<file path="config.mk">
export PLATFORM = sky130hd
export DESIGN_NAME = score_display_mux
export DESIGN_NICKNAME = d
export VERILOG_FILES = /design/src/rtl/score_display_mux.sv
export SDC_FILE = /design/constraint.sdc
export NUM_CORES = 1
export LEC_CHECK = 0
export ABC_AREA = 1
export BUFFER_PORTS_ARGS = -buffer_cell sky130_fd_sc_hd__buf_4
export CAP_MARGIN = 10
export CORE_ASPECT_RATIO = 1.2
export CORE_MARGIN = 3
export CORE_UTILIZATION = 40
export DETAILED_ROUTE_END_ITERATION = 7
export SETUP_SLACK_MARGIN = 0.1
export SLEW_MARGIN = 15
export SYNTH_ARGS = -nofsm -noshare
export SYNTH_HDL_FRONTEND = slang
export SYNTH_SLANG_ARGS = --single-unit
</file>
<file path="constraint.sdc">
create_clock -name clk -period 1.7 [get_ports clk]
set_input_delay 0.17 -clock clk [delete_from_list [all_inputs] [get_ports clk]]
set_output_delay 0.17 -clock clk [all_outputs]
set_load 0.1 [all_outputs]
</file>
<file path="src/rtl/score_display_mux.sv">
// Latches two 0-99 scores, converts each to BCD with a 7-step double-dabble and scans four 7-seg digits.
// Load-to-display latency 8 edges (busy for 7 cycles); no backpressure, loads while busy are dropped.
module score_display_mux #(
    parameter int REFRESH_DIV = 100000
) (
    input  logic       clk,
    input  logic       rst_n,
    input  logic [6:0] score_left,
    input  logic [6:0] score_right,
    input  logic       score_load,
    input  logic       blank,
    output logic       busy,
    output logic [3:0] digit,
    output logic [3:0] an
);

    localparam int PW = $clog2(REFRESH_DIV);
    localparam logic [PW-1:0] PRESC_MAX = PW'(REFRESH_DIV - 1);

    typedef enum logic {S_IDLE, S_CONV} state_t;

    // {tens, ones, binary} working register of one converter
    typedef logic [14:0] dd_t;

    function automatic dd_t dd_step(input dd_t s);
        logic [3:0] t;
        logic [3:0] o;
        t = s[14:11];
        o = s[10:7];
        if (t >= 4'd5) t = t + 4'd3;
        if (o >= 4'd5) o = o + 4'd3;
        return {t[2:0], o, s[6:0], 1'b0};
    endfunction

    function automatic logic [6:0] sat99(input logic [6:0] v);
        return (v > 7'd99) ? 7'd99 : v;
    endfunction

    state_t        state_q, state_d;
    logic [PW-1:0] presc_q, presc_d;
    logic [1:0]    scan_q, scan_d;
    logic [2:0]    iter_q, iter_d;
    dd_t           sr_l_q, sr_l_d, sr_r_q, sr_r_d;
    logic [3:0]    disp_lt_q, disp_lt_d, disp_lo_q, disp_lo_d;
    logic [3:0]    disp_rt_q, disp_rt_d, disp_ro_q, disp_ro_d;
    dd_t           step_l, step_r;
    logic          wrap;
    logic [3:0]    an_sel;

    always_comb begin
        state_d   = state_q;
        presc_d   = presc_q;
        scan_d    = scan_q;
        iter_d    = iter_q;
        sr_l_d    = sr_l_q;
        sr_r_d    = sr_r_q;
        disp_lt_d = disp_lt_q;
        disp_lo_d = disp_lo_q;
        disp_rt_d = disp_rt_q;
        disp_ro_d = disp_ro_q;
        step_l    = dd_step(sr_l_q);
        step_r    = dd_step(sr_r_q);
        wrap      = (presc_q == PRESC_MAX);

        presc_d = wrap ? '0 : presc_q + 1'b1;
        if (wrap) scan_d = scan_q + 2'd1;

        case (state_q)
            S_IDLE: begin
                if (score_load) begin
                    sr_l_d  = {8'd0, sat99(score_left)};
                    sr_r_d  = {8'd0, sat99(score_right)};
                    iter_d  = 3'd0;
                    state_d = S_CONV;
                end
            end
            S_CONV: begin
                sr_l_d = step_l;
                sr_r_d = step_r;
                iter_d = iter_q + 3'd1;
                // Final iteration: commit straight from the step result so busy drops on this edge
                if (iter_q == 3'd6) begin
                    disp_lt_d = step_l[14:11];
                    disp_lo_d = step_l[10:7];
                    disp_rt_d = step_r[14:11];
                    disp_ro_d = step_r[10:7];
                    state_d   = S_IDLE;
                end
            end
            default: state_d = S_IDLE;
        endcase
    end

    always_ff @(posedge clk) begin
        if (!rst_n) begin
            state_q   <= S_IDLE;
            presc_q   <= '0;
            scan_q    <= 2'd0;
            iter_q    <= 3'd0;
            sr_l_q    <= '0;
            sr_r_q    <= '0;
            disp_lt_q <= 4'd0;
            disp_lo_q <= 4'd0;
            disp_rt_q <= 4'd0;
            disp_ro_q <= 4'd0;
        end else begin
            state_q   <= state_d;
            presc_q   <= presc_d;
            scan_q    <= scan_d;
            iter_q    <= iter_d;
            sr_l_q    <= sr_l_d;
            sr_r_q    <= sr_r_d;
            disp_lt_q <= disp_lt_d;
            disp_lo_q <= disp_lo_d;
            disp_rt_q <= disp_rt_d;
            disp_ro_q <= disp_ro_d;
        end
    end

    assign busy = (state_q == S_CONV);

    // Leading-zero tens digits are blanked with code F
    always_comb begin
        an_sel = 4'b1110;
        digit  = disp_ro_q;
        case (scan_q)
            2'd0: begin an_sel = 4'b1110; digit = disp_ro_q; end
            2'd1: begin an_sel = 4'b1101; digit = (disp_rt_q == 4'd0) ? 4'hF : disp_rt_q; end
            2'd2: begin an_sel = 4'b1011; digit = disp_lo_q; end
            2'd3: begin an_sel = 4'b0111; digit = (disp_lt_q == 4'd0) ? 4'hF : disp_lt_q; end
            default: ;
        endcase
        an = blank ? 4'b1111 : an_sel;
    end

endmodule

</file>
==> out/qor.yml <==
finalSetupTns_ns: -0.0249
cp-start-kind: "flip-flop"
p_clk_frac: 0.394
hold_depth: 3
io_pins: 27
crit_path_cell_trace: "inv_4 -> ha_4 -> buf_6 -> buf_6 -> nand2_4 -> nand2_2 -> clkinvlp_4 -> buf_12"
synth.area.top_cells: "dfxtp_1, nand2_1, nand3_1"
first_pass_iters: 4
synth_top_cell_by_area: "dfxtp_1"
die_w_um: 92.8
crit_fanout: 6
clock_path_buffers: 2
p_switching_uw: 756
ant_nets: 0
finalWorstSetupSlack_ns: -0.0222
worstSetupPathType: "flip-flop to output pin"
ys_seq_area_frac: 0.382
grt_pass1_vias: 3207
cpMostUsedCell: "buf_6"
ff_latch_area_mm2: 0.00139
powerDensity_mw_per_mm2: 712
p_leak_nw: 1.77
setup_viol: 2
multi_input_area_mm2: 0.00196
crit_arrival_ns: 1.55
async_reset_ff_frac: 0
finClkSkew_ns: 0.00674
crit_required_ns: 1.53
antenna_found_initial: 0
tightest_slew_ns: 0.382
grt.total_usage: 0.170
fmax_mhz: 581
p_int_mw: 2.39
combPwrFrac: 0.076
die_y_um: 110
numPortBuffers: 26
grt_pass1_wl_mm: 14.0
hold_path.class: "input pin to flip-flop"
cts_made_buffers: 9
yosysTopAreaCellShare: 0.382
hpwl_mm: 5.71
nFillCells: 895
via_per_inst: 4.86
cts_tree: "built"
status: "finished, violations left"
endpoint_kind: "output pin"
avgSynthCellArea_um2: 6.71
yosys_warnings: 0
synth_fp_nets: 573
period_needed_ns: 1.72
overflow: 0
first_iter_violations: 120
hold_viol_final: 0
synth-seq-cells: 69
synth-edff-count: 0
hold_buffers: 0
clock_sinks: 69
gp_congestion: 0.816
p_seq_frac: 0.531
synth.distinct_cells: 32
finalCoreUtilization: 0.508
clk-insertion-delay-late_ns: 0.34
drive_gt1_frac: 0.154
rows: 37
vias: 3386
grt_max_degree: 22
rsz0062_at_grt: "true"
nets: 609
drv_cap: 0
htreeDepth: 3
dieArea_mm2: 0.0102
path_clk_slew_ns: 0.07
cts_root_buf: "clkbuf_8"
crit_path_max_incr_delay_ns: 0.37
initial_core_util: 0.415
period_share: 1.01
route.detailed.drc: 0
wl_per_cell_um: 11.6
maxSlewHeadroom: 0.745
ff2ff_path_depth: 7
ir_worst_vdd_uv: 488
slew_viol_final: 0
syn2layout_area_growth_pct: 22.5
core-area_mm2: 0.00870
wl_mm: 8.05
violations: "negative setup slack"
syn-instance-count: 538
p_sw_frac: 0.240
syn-cell-area_mm2: 0.00361
insertedDiodeCount: 0
ys.flop_type: "dfxtp_1"
cpMaxStageDelayCell: "dfxtp_4"
-- layout make-up --
type | count | area share
Clock buffer | 15 | 0.0399
Clock inverter | 1 | 0.00113
Inverter | 77 | 0.0693
Multi-Input combinational cell | 375 | 0.443
Sequential cell | 69 | 0.314
Tap cell | 117 | 0.0331
Timing Repair Buffer | 42 | 0.0993
-- power groups by stage --
stage | Sequential (mW) | Clock, mW | Combinational [mW]
after floorplan | 1.71 | 0 | 0.140
after global routing | 1.67 | 1.34 | 0.270
after detailed placement | 1.71 | 0 | 0.238
after CTS | 1.67 | 1.28 | 0.239
final | 1.67 | 1.24 | 0.239
after global placement | 1.71 | 0 | 0.233
-- cell usage in the layout (no fill, tap or decap), types with 3 or more instances in the layout --
| master | Yosys | final |
|---|---|---|
| nand4_1 | 9 | 9 |
| clkbuf_8 | 0 | 12 |
| ha_4 | 0 | 4 |
| clkbuf_1 | 6 | 3 |
| nand2_1 | 153 | 145 |
| buf_4 | 1 | 30 |
| ha_1 | 17 | 13 |
| nand3_1 | 58 | 56 |
| nand2_2 | 1 | 8 |
| dfxtp_1 | 69 | 66 |
| o21ai_0 | 23 | 23 |
| a21oi_1 | 33 | 30 |
| buf_12 | 0 | 9 |
| a22oi_1 | 6 | 6 |
| inv_1 | 77 | 71 |
| xor2_1 | 3 | 3 |
| clkinvlp_4 | 0 | 4 |
| nor2_2 | 0 | 3 |
| buf_6 | 1 | 3 |
| nor2_1 | 52 | 49 |
| xnor2_1 | 4 | 4 |
| a21oi_2 | 0 | 3 |
-- Yosys cell counts (2+ instances only) --
| cell type | n |
|---|---|
| o21ai_0 | 23 |
| nand4_1 | 9 |
| a22oi_1 | 6 |
| nor3_1 | 2 |
| xnor2_1 | 4 |
| nand3_1 | 58 |
| xor2_1 | 3 |
| nand2_1 | 153 |
| dfxtp_1 | 69 |
| a21oi_1 | 33 |
| clkbuf_1 | 6 |
| inv_1 | 77 |
| mux2i_1 | 2 |
| nor2_1 | 52 |
| buf_2 | 7 |
| o22ai_1 | 2 |
| ha_1 | 17 |
-- critical path: cells and delay by family, from the launching register on --
| family | cells | cell delay [ns] |
|---|---|---|
| and+or+nand+nor | 2 | 0.11 |
| adders and majority gates | 1 | 0.18 |
| buffers and inverters | 5 | 0.55 |
| DFF | 1 | 0.37 |
-- logic make-up after synthesis --
logic type / count (synthesis) / share of synthesized area
xor gates and xnor gates: 7 / 0.0170
adders and majority gates: 17 / 0.0589
muxes: 2 / 0.00554
DFF: 69 / 0.382
and+or+nand+nor: 281 / 0.329
AOI/OAI and AO/OA: 68 / 0.104
buffers and inverters: 94 / 0.104
-- state kept, by name, summed over array words and instances (netlist names) --
signal and count:
sr_l_q 15, sr_r_q 15, busy 1, disp_rt_q 4
disp_lt_q 4, scan_q 2, disp_lo_q 4, disp_ro_q 4
presc_q 17, iter_q 3
-- timing repair --
| action | CTS | global route |
|---|---|---|
| setup buffers | 7 | 0 |
| resized for setup | 37 | 13 |
| cloned | 0 | 0 |
| setup endpoints to repair | 6 | 10 |
| pin swaps | 6 | 3 |
-- stage by stage --
| step | hold slack (ns) | area [um^2] | power (mW) | setup slack (ns) | instances |
|---|---|---|---|---|---|
| floorplan | 0.308 | 3640 | 1.85 | 0.0853 | 538 |
| global placement | 0.414 | 4000 | 1.94 | 0.174 | 673 |
| detailed placement | 0.417 | 4000 | 1.95 | 0.134 | 673 |
| CTS | 0.0553 | 4380 | 3.19 | -0.0253 | 696 |
| global route | 0.0626 | 4420 | 3.29 | -0.101 | 696 |
| finish | 0.0703 | 4420 | 3.15 | -0.0222 | 696 |
-- routing by layer --
metal	routed length [um]	GRT usage	up-vias
met5	0	0	-
met4	89	0.0660	0
met3	265	0.0312	9
met2	4160	0.308	55
met1	3540	0.199	1536
li1	-	-	1786
-- worst paths after layout --
kind / startpoint / end / slack, ns
min: score_right[2] / sr_r_q[2] / 0.07
max: scan_q[1] / digit[2] / -0.02
max reg2reg: presc_q[0] / presc_q[11] / 0.24
min reg2reg: sr_l_q[8] / sr_l_q[8] / 0.47
Note: power is estimated with default switching activity, not from simulation.
